**src/rtl/mem_arb_pkg.sv**
```systemverilog
// mem_arb_pkg: state encoding, port indices and default widths for the RAM arbiter.
// Shared by mem_arbiter and arb_pick.
package mem_arb_pkg;

   localparam int DEF_ADDR_W = 9;
   localparam int DEF_DATA_W = 32;

   localparam logic P_DATA  = 1'b0;
   localparam logic P_FETCH = 1'b1;

   typedef enum logic [1:0] {
      IDLE  = 2'd0,
      ISSUE = 2'd1,
      RDATA = 2'd2
   } state_t;

   function automatic logic [1:0] port_onehot(input logic port);
      return port ? 2'b10 : 2'b01;
   endfunction

endpackage

```
**src/rtl/mem_arbiter_arb_pick.sv**
```systemverilog
// arb_pick: combinational winner select between the data and fetch ports.
// ARB_RR_EN defined: round-robin tie-break on last_gnt; undefined: data port always wins.
module arb_pick
   import mem_arb_pkg::*;
(
   input  logic [1:0] i_req,
   input  logic       i_last_gnt,
   output logic [1:0] o_pick
);

`ifdef ARB_RR_EN
   always_comb begin
      o_pick = i_req;
      // On a tie the port that did not win last time goes next.
      if (i_req == 2'b11) o_pick = port_onehot(~i_last_gnt);
   end
`else
   logic w_unused;
   assign w_unused = i_last_gnt;

   always_comb begin
      o_pick = 2'b00;
      if (i_req[P_DATA])       o_pick = port_onehot(P_DATA);
      else if (i_req[P_FETCH]) o_pick = port_onehot(P_FETCH);
   end
`endif

endmodule

```
**src/rtl/mem_arbiter.sv**
```systemverilog
// mem_arbiter: serialises data (port 0) and fetch (port 1) accesses onto one single-port RAM
// with a 1-cycle registered read. Define ARB_RR_EN for round-robin ties; default is fixed priority.
module mem_arbiter
   import mem_arb_pkg::*;
#(
   parameter int ADDR_W = DEF_ADDR_W,
   parameter int DATA_W = DEF_DATA_W
) (
   input  logic              clk,
   input  logic              clr_n,
   input  logic [1:0]        req,
   input  logic [1:0]        we,
   input  logic [ADDR_W-1:0] addr0,
   input  logic [ADDR_W-1:0] addr1,
   input  logic [DATA_W-1:0] wdata0,
   input  logic [DATA_W-1:0] wdata1,
   output logic [1:0]        gnt,
   output logic [1:0]        rvalid,
   output logic [DATA_W-1:0] rdata,
   output logic              busy,
   output logic [ADDR_W-1:0] ram_addr,
   output logic [DATA_W-1:0] ram_wdata,
   output logic              ram_we,
   output logic              ram_re,
   input  logic [DATA_W-1:0] ram_rdata
);

   state_t            r_state;
   state_t            w_next_state;
   logic              r_owner;
   logic              r_we_op;
   logic [ADDR_W-1:0] r_addr;
   logic [DATA_W-1:0] r_wdata;
   logic [1:0]        w_pick;
   logic              w_win;
   logic              w_last_gnt;
   logic              w_grant;

`ifdef ARB_RR_EN
   logic r_last_gnt;

   always_ff @(posedge clk or negedge clr_n) begin
      if (!clr_n)       r_last_gnt <= P_FETCH;
      else if (w_grant) r_last_gnt <= w_win;
   end

   assign w_last_gnt = r_last_gnt;
`else
   assign w_last_gnt = P_FETCH;
`endif

   arb_pick u_arb_pick (
      .i_req      (req),
      .i_last_gnt (w_last_gnt),
      .o_pick     (w_pick)
   );

   assign w_win   = w_pick[1];
   assign w_grant = (r_state == IDLE) && (req != 2'b00);

   // NOTE: sequential state uses non-blocking assignments so every register samples pre-edge values.
   always_ff @(posedge clk or negedge clr_n) begin
      if (!clr_n) r_state <= IDLE;
      else        r_state <= w_next_state;
   end

   // Command is captured only on a grant and held through ISSUE for the RAM.
   always_ff @(posedge clk or negedge clr_n) begin
      if (!clr_n) begin
         r_owner <= P_DATA;
         r_we_op <= 1'b0;
         r_addr  <= '0;
         r_wdata <= '0;
      end else if (w_grant) begin
         r_owner <= w_win;
         r_we_op <= we[w_win];
         r_addr  <= w_win ? addr1 : addr0;
         r_wdata <= w_win ? wdata1 : wdata0;
      end
   end

   // NOTE: every combinational output gets a default first, so no path can infer a latch.
   always_comb begin
      w_next_state = r_state;
      case (r_state)
         IDLE:    if (w_grant) w_next_state = ISSUE;
         ISSUE:   w_next_state = r_we_op ? IDLE : RDATA;
         RDATA:   w_next_state = IDLE;
         default: w_next_state = IDLE;
      endcase
   end

   // Strobes come straight from state and the latched command, so reset drops them at once.
   always_comb begin
      gnt    = 2'b00;
      rvalid = 2'b00;
      ram_we = 1'b0;
      ram_re = 1'b0;
      case (r_state)
         ISSUE: begin
            gnt    = port_onehot(r_owner);
            ram_we = r_we_op;
            ram_re = ~r_we_op;
         end
         RDATA:   rvalid = port_onehot(r_owner);
         default: ;
      endcase
   end

   assign busy      = (r_state != IDLE);
   assign ram_addr  = r_addr;
   assign ram_wdata = r_wdata;
   assign rdata     = ram_rdata;

endmodule

```
**config.mk**
```make
export PLATFORM = sky130hd
export DESIGN_NAME = mem_arbiter
export DESIGN_NICKNAME = d
export VERILOG_FILES = /design/src/rtl/mem_arb_pkg.sv /design/src/rtl/mem_arbiter_arb_pick.sv /design/src/rtl/mem_arbiter.sv
export SDC_FILE = /design/constraint.sdc
export NUM_CORES = 1
export LEC_CHECK = 0
export BUFFER_PORTS_ARGS = -buffer_cell sky130_fd_sc_hd__buf_4
export CAP_MARGIN = 30
export CORE_ASPECT_RATIO = 1.2
export CORE_MARGIN = 3
export CORE_UTILIZATION = 37
export DETAILED_ROUTE_END_ITERATION = 8
export PLACE_DENSITY_LB_ADDON = 0.05
export SYNTH_ARGS = -nofsm -noshare
export SYNTH_HDL_FRONTEND = slang
export SYNTH_SLANG_ARGS = --single-unit
```
**constraint.sdc**
```tcl
create_clock -name clk -period 1.5 [get_ports clk]
set_input_delay 0.3 -clock clk [delete_from_list [all_inputs] [get_ports clk]]
set_output_delay 0.3 -clock clk [all_outputs]
set_load 0.01 [all_outputs]
```
; ---- Word-level counts from Yosys, hierarchy flattened
; Cells that the tools add are included.
[totals]
elab_cells = 28
reg_bits = 45
[classes]
n_reduce_logical = 4
bitwise = 1
n_lt_le_gt_ge = 1
n_eq_ne = 3
n_mux = 14
[op_table]
columns = operator, n
row1 = $mux W32, 1
row2 = $mux W2, 7
row3 = $mux W9, 1
row4 = $mux W1, 4
row5 = $pmux W2 S2, 1
row6 = $reduce_bool A2 Y1, 2
row7 = $eq A2 B1 Y1 const B, 1
row8 = $eq A2 B2 Y1 const B, 1
row9 = $logic_not A2 Y1, 1
row10 = $lt A1 B2 Y1 const B, 1
row11 = $ne A2 B2 Y1 const B, 1
row12 = $logic_and A1 B1 Y1, 1
row13 = $not A1 Y1, 1

; ---- Depth between registers and ports, before layout
; Gate-level depths: netlist (run 1).
[depth]
ltp_word = 4
ltp_mapped = 5
ltp_nobuf = 3

; ---- Modules after synthesis
; From an unflattened synthesis (run 1), not the netlist that was laid out.
[hier_totals]
hier_cells = 187
area_unflattened_um2 = 2698.8
[modules_own_cells]
columns = module, cells_each, area_each_um2, seq_area_each_um2, n_inst
row1 = mem_arbiter, 185, 2677.6, 1126.1, 1
row2 = arb_pick, 2, 21.3, 0.0, 1

; ---- Least setup slack after synthesis (run 1)
; OpenSTA, ideal clock, no wires.
[synth_path]
path_type = register to register
startpoint = register r_state[0]
endpoint = register r_addr[0] (netlist: ram_addr[0])
arrival_ps = 1312
setup_slack_ps = 63
stages_incl_launch_ff = 6
n_path_buf = 2
synth_period_minus_slack_ps = 1437
cell_sequence = dfrtp_1 -> nor2_1 -> o21a_1 -> buf_4 -> buf_6 -> mux2_4
[synth_between]
elab_chain_cells = 2
[synth_rtl]
columns = item, line_no
row1 = "start, declared", mem_arbiter.sv:28  ; state_t r_state;
row2 = "start signal, assigned", mem_arbiter.sv:64  ; else r_state <= w_next_state;
row3 = $logic_not A2 Y1, mem_arbiter.sv:59  ; assign w_grant = (r_state == IDLE) && (req != 2'b00);
row4 = $logic_and A1 B1 Y1, mem_arbiter.sv:59
row5 = "end signal, assigned", mem_arbiter.sv:77  ; r_addr <= w_win ? addr1 : addr0;
row6 = "end, declared", mem_arbiter.sv:32  ; logic [ADDR_W-1:0] r_addr;
; No other way between the ends.
; A chain may end at the register's enable or synchronous reset.

; ---- Worst setup path in the final report (run 1)
[layout_path]
startpoint = register r_state[1]
endpoint = register r_wdata[23] (netlist: ram_wdata[23])
[layout_between]
elab_chain_cells = 2
[layout_rtl]
columns = item, line_no
row1 = $logic_not A2 Y1, mem_arbiter.sv:59
row2 = $logic_and A1 B1 Y1, mem_arbiter.sv:59
row3 = "end signal, assigned", mem_arbiter.sv:78  ; r_wdata <= w_win ? wdata1 : wdata0;
row4 = "end, declared", mem_arbiter.sv:33  ; logic [DATA_W-1:0] r_wdata;
; No other way between the ends.

==> run_results.csv, run 1 <==
group,metric,value,unit
synth,synth_area,2800,um^2
floorplan,die_area,8660,um^2
setup_path,cp.arrival,1640,ps
status,status,"complete, no violations",
sta,maxSlewViolCount,0,
synth,syn_nets,307,
floorplan,ios,200,
setup_path,cp-startpoint,"r_state[1]$_DFFE_PN0P_",
power,leakagePower,2.04,nW
setup_path,critPathTopFamily,"flip-flops",
route,drtIter0Drc,35,
sta,fin_hold_ws,8.88,ps
setup_path,cp_slowest_cell,"dfrtp_1",
place,io_buffer_count,135,
sta,max_freq,686,MHz
floorplan,rows,34,
clock_network,clkLatencyLatePin,290,ps
setup_path,cp_cell_sequence,"nor2_1 -> o21a_2 -> buf_12 -> mux2_2",
power,switching_power,2.13,mW
power,p_sw_frac,0.311,
global_route,grt_usage,0.142,
synth,yosysUniqueCellTypes,13,
clock_network,clockBufferDepth,2,
floorplan,initial_core_util,0.383,
sta,min_period,1460,ps
power,comb_power_share,0.537,
sta,period_share,0.972,
sta,worst_slew_pin_slew,594,ps
sta,setup_tns,0,ps
floorplan,coreArea,7320,um^2
synth,seq_area_frac_synth,0.402,
global_route,grt_first_pass_wirelength,9760,um
power,clkPwrFrac,0.139,
place,numPlacedInstances,381,
clock_network,cts_tree,"yes",
layout,area_delta_synth_final,37.0,%
floorplan,fp.dieW,85.4,um
synth,yosys_warnings,0,
setup_path,end_kind,"flip-flop",
setup_path,cp.required,1690,ps
route,vias,1805,
sta,rsz0062_at_grt,"true",
synth,synth-seq-cells,45,
clock_network,htree_levels,2,
sta,setup_violations,0,
worst_hold_path,worst_hold_path_type,"in2async",
place,place_hpwl,4810,um
clock_network,cts-root-buf,"clkbuf_8",
clock_network,cts-buffers-inserted,5,
power,total_power,6.86,mW
route,viasPerCell,4.64,
layout,drive_above_1_share,0.803,
clock_network,clkSinkCount,45,
setup_path,rr_startpoint,"r_state[1]$_DFFE_PN0P_",
global_route,grt_pass1_vias,1982,
route,drt_pass1_iterations,4,
flow_run,maxCapViolCount,0,
layout,nets,418,
place,place_congestion,0.693,
route,wl_per_cell,16.2,um
route,drt-total-wl,6290,um
layout,layout.cells.non_filler,389,
sta,hold_viol,0,
setup_path,reg2reg_to,"ram_wdata[23]$_DFFE_PN0P_",
global_route,antenna_found_initial,0,
setup_path,start_kind,"flip-flop",
setup_path,max_stage_delay,410,ps
route,drtAntennaViolNets,0,
route,drc,0,
setup_path,regToRegSetupSlack,40,ps
clock_network,holdBufCountCts,0,
power,irDropWorstVdd,0.710,mV
synth,synthCells,187,
global_route,grt.overflow.total,0,
power,seq_power_share,0.324,
layout,diodes,0,
clock_network,cts.clk_slew.worst_paths,90,ps
power,power_density,1790,nW/um^2
setup_path,path_max_fanout,22,
setup_path,critical_path_class,"reg2reg",
global_route,grt_start_max_net_pins,46,
sta,final.setup_skew,4.77,ps
setup_path,rr_worst_depth,4,
synth,synth_area_per_cell,15.0,um^2
setup_path,cp.buffers_inverters,1,
sta,worst_slew_margin_rel,0.604,
floorplan,die_h,101,um
power,internal_power,4.73,mW
[cell usage in the layout, fill, tap and decap left out]
cell	count
a21oi_1	2
buf_12	4
buf_4	142
bufinv_16	1
clkbuf_1	1
clkbuf_8	6
dfrtp_1	45
inv_1	3
mux2_2	4
mux2_4	78
mux2i_1	2
nand2b_2	1
nand2b_4	1
nor2_1	6
nor3b_2	2
o21a_2	1
[timing repair]
action | in CTS | in global routing
cloned | 0 | 0
resized for setup | 1 | 2
setup buffers | 0 | 0
setup endpoints to repair | 1 | 7
[cell usage after synthesis]
cell type / n / share of area
buf_4: 33 / 0.088
a21oi_1: 2 / 0.0036
nand2b_1: 2 / 0.0045
buf_8: 3 / 0.016
buf_6: 6 / 0.024
nor2_1: 6 / 0.0080
mux2_2: 4 / 0.016
mux2i_1: 2 / 0.0071
mux2_4: 78 / 0.42
dfrtp_1: 45 / 0.40
o21a_1: 1 / 0.0027
inv_1: 3 / 0.0040
nor3b_1: 2 / 0.0054
[routing by layer]
| layer | track usage | vias to the layer above | wire [um] |
|---|---|---|---|
| li1 | - | 833 | - |
| met1 | 0.163 | 840 | 2430 |
| met2 | 0.231 | 126 | 2970 |
| met3 | 0.0806 | 6 | 842 |
| met4 | 0.0329 | 0 | 51 |
| met5 | 0 | - | 0 |
[power by group through the flow]
stage               Clock, mW  Sequential (mW)  Combinational (mW)
finish                  0.956             2.22                3.68
global route             1.04             2.31                3.94
CTS                      1.01             2.23                3.74
detailed placement          0             2.23                3.71
global placement            0             2.24                3.69
floorplan                   0             2.46                2.01
[how the worst max path moves through the flow]
stage                                endpoint  slack, ps  depth (start not counted)
finish              ram_wdata[23]$_DFFE_PN0P_         40                          4
CTS                                 rvalid[1]        0.5                          3
detailed placement   ram_wdata[6]$_DFFE_PN0P_        -60                          5
global route                             busy        -30                          4
global placement     ram_wdata[6]$_DFFE_PN0P_        -50                          5
floorplan             ram_addr[0]$_DFFE_PN0P_         60                          5
[metrics by stage]
stage	setup WS (ps)	utilization	cell area, um^2
floorplan	62.7	-	2800
global placement	-54.1	0.506	3700
detailed placement	-61.3	0.506	3700
CTS	0.535	0.523	3830
global route	-30.9	0.524	3840
finish	41.6	0.524	3840
[sequential cells by signal, summed over array words and instances, names as in the netlist]
| signal | cells |
|---|---|
| r_we_op | 1 |
| r_state | 2 |
| r_owner | 1 |
| ram_addr | 9 |
| ram_wdata | 32 |
[cell type report]
| cell class | instances | area, um^2 |
|---|---|---|
| multi-input cells | 97 | 1330 |
| clock buffers | 7 | 86.3 |
| repair buffers | 146 | 1150 |
| fillers | 669 | 3480 |
| inverters | 3 | 11.3 |
| clock inverters | 1 | 30.0 |
| flip-flops and latches | 45 | 1130 |
| well taps | 90 | 113 |
[cells by family (layout without fill, tap and decap cells)]
kind of cell | after synthesis | count (layout) | share of synthesized area
and+or+nand+nor | 10 | 10 | 0.0179
AOI/OAI and AO/OA | 3 | 3 | 0.00625
DFF | 45 | 45 | 0.402
buffers and inverters | 45 | 157 | 0.133
muxes | 84 | 84 | 0.441
Note: power is estimated with default switching activity, not from simulation.
==> run 2, diff against run 1 <==
--- a/config.mk
+++ b/config.mk
@@ -5,12 +5,11 @@
 export SDC_FILE = /design/constraint.sdc
 export NUM_CORES = 1
 export LEC_CHECK = 0
-export BUFFER_PORTS_ARGS = -buffer_cell sky130_fd_sc_hd__buf_4
-export CAP_MARGIN = 30
-export CORE_ASPECT_RATIO = 1.2
-export CORE_MARGIN = 3
-export CORE_UTILIZATION = 37
+export CAP_MARGIN = 20
+export CORE_AREA = 3 3 77 79
 export DETAILED_ROUTE_END_ITERATION = 8
+export DIE_AREA = 0 0 80 82
+export DONT_BUFFER_PORTS = 1
 export PLACE_DENSITY_LB_ADDON = 0.05
 export SYNTH_ARGS = -nofsm -noshare
 export SYNTH_HDL_FRONTEND = slang
==> constraint.sdc (replaced) <==
create_clock -name clk -period 1.2 [get_ports clk]
set_input_delay 0.24 -clock clk [delete_from_list [all_inputs] [get_ports clk]]
set_output_delay 0.24 -clock clk [all_outputs]
set_load 0.01 [all_outputs]
==> run 2 against run 1 <==
  * The run now ends with hold timing, setup timing left
  * Non-clock buffer count decreased by 130
  * First-iteration DRC count grew 29%
  * Sequential share of layout area up 9.6 points
  * Flip-flop and latch count did not move
  * Critical path depth is the same
  * Highest routed layer unchanged
==> run_results.csv, run 2 (synthesized netlist as in run 1, its figures left out) <==
group,metric,value,unit
layout,layout_commonest_cell,"mux2_4",
clock_network,clkSinkCount,45,
power,p_sw_frac,0.344,
route,wl_per_cell,23.6,um
status,violations,"hold timing, setup timing",
layout,area_delta_synth_final,3.17,%
floorplan,fp.dieW,80,um
clock_network,cts-root-buf,"clkbuf_8",
clock_network,clockBufferDepth,2,
setup_path,path_max_fanout,13,
route,drt_pass1_iterations,4,
layout,fill_cells,461,
clock_network,cts-buffers-inserted,5,
setup_path,critPathTopFamily,"flip-flops",
setup_path,start_kind,"flip-flop",
setup_path,end_kind,"flip-flop",
global_route,grt.overflow.total,0,
sta,rsz0062_at_grt,"true",
power,clkPwrFrac,0.120,
sta,worst_slew_pin_slew,213,ps
floorplan,die_area,6560,um^2
power,switching_power,2.57,mW
sta,fin_hold_ws,-366,ps
sta,period_share,1.17,
setup_path,cp.buffers_inverters,1,
power,total_power,7.46,mW
power,power_density,2580,nW/um^2
sta,worst_slew_margin_rel,0.858,
floorplan,die_h,82,um
place,io_buffer_count,0,
layout,utilization,0.535,
floorplan,initial_core_util,0.518,
route,viasPerCell,5.57,
flow_run,maxCapViolCount,0,
power,leakagePower,1.42,nW
power,comb_power_share,0.442,
setup_path,max_stage_delay,410,ps
route,drc,0,
clock_network,cts.clk_slew.worst_paths,80,ps
global_route,antenna_found_initial,0,
worst_hold_path,worst_hold_path_type,"in2async",
layout,multi_input_area,1370,um^2
layout,largest_reg_flops,32,
route,drtAntennaViolNets,0,
global_route,grt_usage,0.170,
sta,final.setup_skew,4.99,ps
sta,max_freq,710,MHz
layout,drive_above_1_share,0.675,
clock_network,htree_levels,2,
sta,setup_slack,-208,ps
route,vias,1342,
layout,final_cell_mix,"mux2_4, dfrtp_1, buf_4",
sta,min_period,1410,ps
route,drt-total-wl,5690,um
route,drtIter0Drc,45,
status,status,"finished with violations",
floorplan,coreArea,5410,um^2
setup_path,cp.required,1380,ps
layout,regArea,1130,um^2
setup_path,critical_path_class,"reg2reg",
global_route,grt_first_pass_wirelength,8450,um
floorplan,ios,200,
global_route,grt_start_max_net_pins,46,
clock_network,cts_tree,"yes",
layout,nets,288,
sta,hold_viol,45,
layout,diodes,0,
floorplan,rows,27,
sta,maxSlewViolCount,0,
global_route,grt_pass1_vias,1536,
power,seq_power_share,0.438,
place,place_hpwl,4100,um
place,place_congestion,0.681,
setup_path,cp_slowest_cell,"dfrtp_1",
sta,setup_violations,49,
setup_path,cp_cell_sequence,"nor2_2 -> o21a_4 -> buf_12 -> mux2_4",
power,internal_power,4.89,mW
power,irDropWorstVdd,1.19,mV
clock_network,clkLatencyLatePin,290,ps
setup_path,cp.arrival,1580,ps
[run 2: changes by cell type in the layout (fill, tap and decap cells not counted), sizes merged]
cell,change
bufinv,-1
clkbuf,+1
buf,-130
[run 2: final cells by class]
| class | instances | share of cell area |
|---|---|---|
| flip-flops and latches | 45 | 0.390 |
| inverters | 3 | 0.00390 |
| well taps | 72 | 0.0312 |
| multi-input cells | 97 | 0.474 |
| repair buffers | 16 | 0.0740 |
| clock buffers | 8 | 0.0277 |
[run 2: worst reg2reg max path, delay by kind of cell (launching register included)]
family                 cells  cell delay [ps]
AO/OA/AOI/OAI              1              240
AND/OR/NAND/NOR            1              150
flip-flops                 1              410
buffers and inverters      1              190
multiplexers               1              310
[run 2: through the flow]
step / TNS, ps / cells / worst slack [ps] / area, um^2 / hold WS [ps]
3_5_place_dp: -8510 / 227 / -224 / 2680 / -54.3
2_1_floorplan: -7150 / 187 / -184 / 2830 / -55.6
4_1_cts: -8600 / 239 / -203 / 2870 / -375
3_3_place_gp: -7130 / 227 / -186 / 2680 / -54.5
6_report: -8770 / 241 / -208 / 2890 / -366
5_1_grt: -10910 / 241 / -250 / 2890 / -392
[run 2: worst paths after layout]
check | start | endpoint | slack (ps) | cells after the start
max | r_state[1]$_DFFE_PN0P_ | ram_wdata[30]$_DFFE_PN0P_ | -210 | 4
min | clr_n | ram_addr[3]$_DFFE_PN0P_ | -370 | 0
max reg2reg | r_state[1]$_DFFE_PN0P_ | ram_wdata[30]$_DFFE_PN0P_ | -210 | 4
min reg2reg | r_we_op$_DFFE_PN0P_ | r_state[1]$_DFFE_PN0P_ | 530 | 1
max in group asynchronous | clr_n | ram_wdata[30]$_DFFE_PN0P_ | 1480 | 0
min in group clk | req[0] | r_owner$_DFFE_PN0P_ | 20 | 1
[run 2: per-layer routing]
metal,wire [um],part of all wire,global-route usage,vias up
met5,0,0,0,-
met4,119,0.021,0.0608,0
met3,789,0.14,0.0855,21
met2,2760,0.49,0.271,106
met1,2010,0.35,0.198,644
li1,-,-,-,571
[run 2: power by group through the flow]
| stage | Sequential (mW) | Combinational [mW] | Clock (mW) |
|---|---|---|---|
| floorplan | 3.08 | 2.61 | 0 |
| global placement | 3.29 | 2.75 | 0 |
| detailed placement | 3.30 | 2.82 | 0 |
| CTS | 3.30 | 3.25 | 0.927 |
| global route | 3.37 | 3.51 | 1.00 |
| finish | 3.27 | 3.29 | 0.895 |
[run 2: timing repair]
action,in CTS,in global routing
gates resized for setup,17,1
endpoints found under the setup margin,49,49
hold endpoints to repair,45,45
pin swaps,3,1
buffers inserted,4,3
gates cloned,1,0
==> run 3, diff against run 2 <==
--- a/config.mk
+++ b/config.mk
@@ -6,11 +6,12 @@
 export NUM_CORES = 1
 export LEC_CHECK = 0
 export CAP_MARGIN = 20
-export CORE_AREA = 3 3 77 79
+export CORE_AREA = 3 3 75 77
 export DETAILED_ROUTE_END_ITERATION = 8
-export DIE_AREA = 0 0 80 82
+export DIE_AREA = 0 0 78 80
 export DONT_BUFFER_PORTS = 1
 export PLACE_DENSITY_LB_ADDON = 0.05
 export SYNTH_ARGS = -nofsm -noshare
 export SYNTH_HDL_FRONTEND = slang
+export SYNTH_HIERARCHICAL = 1
 export SYNTH_SLANG_ARGS = --single-unit
==> run 3 against run 2 <==
  * Critical path depth did not move
  * Sequential share of layout area rose by 2.8 points
  * Wire length fell by 2.9%
  * Area after synthesis fell by 4.1%
  * Total power fell by 4.0%
  * Worst setup slack got worse by 54 ps
  * The run still ends with hold timing, setup timing left
  * Utilization fell by 0.27 points
  * Clock skew fell by 0.91 ps
==> run_results.csv, run 3 <==
group,metric,value,unit
floorplan,die_area,6240,um^2
clock_network,cts.clk_slew.worst_paths,80,ps
sta,max_freq,684,MHz
floorplan,coreArea,5070,um^2
floorplan,rows,26,
route,drc,0,
setup_path,start_kind,"flip-flop",
floorplan,ios,200,
clock_network,clockBufferDepth,2,
flow_run,maxCapViolCount,0,
global_route,grt.overflow.total,0,
setup_path,critical_path_class,"reg2reg",
route,drtAntennaViolNets,0,
global_route,grt_start_max_net_pins,46,
clock_network,clkSinkCount,45,
setup_path,end_kind,"flip-flop",
clock_network,htree_levels,2,
route,drtIter0Drc,24,
layout,largest_reg_flops,32,
layout,utilization,0.532,
setup_path,cp.required,1380,ps
power,leakagePower,1.19,nW
clock_network,clkLatencyLatePin,280,ps
sta,rsz0062_at_grt,"true",
synth,synth_area_per_cell,14.5,um^2
sta,fin_hold_ws,-357,ps
floorplan,initial_core_util,0.530,
clock_network,cts-buffers-inserted,5,
setup_path,rr_startpoint,"r_state[1]$_DFFE_PN0P_",
floorplan,die_h,80,um
sta,maxSlewViolCount,0,
place,place_hpwl,4180,um
synth,synthCells,185,
sta,setup_tns,-10980,ps
status,violations,"hold timing, setup timing",
layout,diodes,0,
global_route,grt_pass1_vias,1435,
setup_path,regToRegSetupSlack,-260,ps
sta,setup_violations,50,
clock_network,cts-root-buf,"clkbuf_8",
sta,worst_slew_pin_slew,347,ps
power,power_density,2650,nW/um^2
sta,final.setup_skew,4.09,ps
synth,synth_area,2690,um^2
global_route,grt_first_pass_wirelength,7940,um
setup_path,path_max_fanout,19,
layout,layout_commonest_cell,"dfrtp_1",
place,io_buffer_count,0,
power,irDropWorstVdd,1.65,mV
status,status,"finished with violations",
layout,area_delta_synth_final,0.466,%
layout,fill_cells,430,
sta,period_share,1.22,
global_route,antenna_found_initial,0,
sta,worst_slew_margin_rel,0.768,
sta,hold_viol,45,
synth,yosys_warnings,6,
sta,setup_slack,-262,ps
layout,nets,283,
route,wl_per_cell,23.6,um
layout,drive_above_1_share,0.689,
route,vias,1292,
floorplan,fp.dieW,78,um
sta,min_period,1460,ps
route,viasPerCell,5.52,
route,drt_pass1_iterations,2,
setup_path,rr_worst_depth,4,
layout,final_cell_mix,"dfrtp_1, mux2_2, mux2_4",
global_route,grt_usage,0.163,
setup_path,reg2reg_to,"ram_wdata[23]$_DFFE_PN0P_",
setup_path,cp.arrival,1640,ps
worst_hold_path,worst_hold_path_type,"in2async",
route,drt-total-wl,5520,um
clock_network,cts_tree,"yes",
place,place_congestion,0.728,
synth,syn_nets,305,
[run 3: per-layer routing]
metal  vias up  global-route usage  part of all wire
li1        562                   -                 -
met1       618               0.186              0.35
met5         -                   0                 0
met4         0              0.0507             0.018
met2        94               0.277              0.52
met3        18              0.0688              0.11
[run 3: metrics by stage]
| stage | instances | hold WS (ps) | setup WS (ps) | cell area, um^2 | total power, mW |
|---|---|---|---|---|---|
| 6_report | 234 | -357 | -262 | 2700 | 7.16 |
| 5_1_grt | 234 | -385 | -302 | 2700 | 7.54 |
| 4_1_cts | 234 | -372 | -263 | 2700 | 7.23 |
| 3_5_place_dp | 224 | -54.5 | -261 | 2530 | 6.02 |
| 3_3_place_gp | 224 | -54.5 | -209 | 2530 | 5.93 |
| 2_1_floorplan | 185 | -55.6 | -235 | 2690 | 5.69 |
[run 3: what timing repair did]
item	in CTS	in global routing
hold endpoints to repair	45	45
setup endpoints to repair	50	50
buffers inserted	2	0
pin swaps	2	2
gates resized for setup	17	1
[run 3: cell type report]
cell class	count	area, um^2	area share
flip-flops and latches	45	1130	0.418
repair buffers	12	148	0.0547
multi-input cells	97	1240	0.460
clock inverters	2	15.0	0.00556
well taps	70	87.6	0.0324
clock buffers	6	72.6	0.0269
inverters	2	7.51	0.00278
[run 3: critical path, stage by stage, from the launching register on]
cell and delay [ps]:
dfrtp_1 390, or2_4 290, nor2_8 120, buf_12 200, mux2_2 340
[run 3: report_power, final]
part	total (mW)	internal, mW	switching, mW	leakage [nW]
clock	0.901	0.410	0.490	0.0374
sequential	3.28	2.31	0.973	0.527
combinational	2.98	1.93	1.05	0.621
[run 3: worst max-delay path by stage]
stage          depth (start not counted)  slack, ps                   start                   endpoint
5_1_grt                                4       -300  r_state[0]$_DFFE_PN0P_    ram_addr[6]$_DFFE_PN0P_
2_1_floorplan                          4       -230  r_state[1]$_DFFE_PN0P_        r_owner$_DFFE_PN0P_
4_1_cts                                4       -260  r_state[1]$_DFFE_PN0P_  ram_wdata[23]$_DFFE_PN0P_
3_3_place_gp                           4       -210  r_state[1]$_DFFE_PN0P_  ram_wdata[25]$_DFFE_PN0P_
6_report                               4       -260  r_state[1]$_DFFE_PN0P_  ram_wdata[23]$_DFFE_PN0P_
3_5_place_dp                           4       -260  r_state[1]$_DFFE_PN0P_  ram_wdata[25]$_DFFE_PN0P_
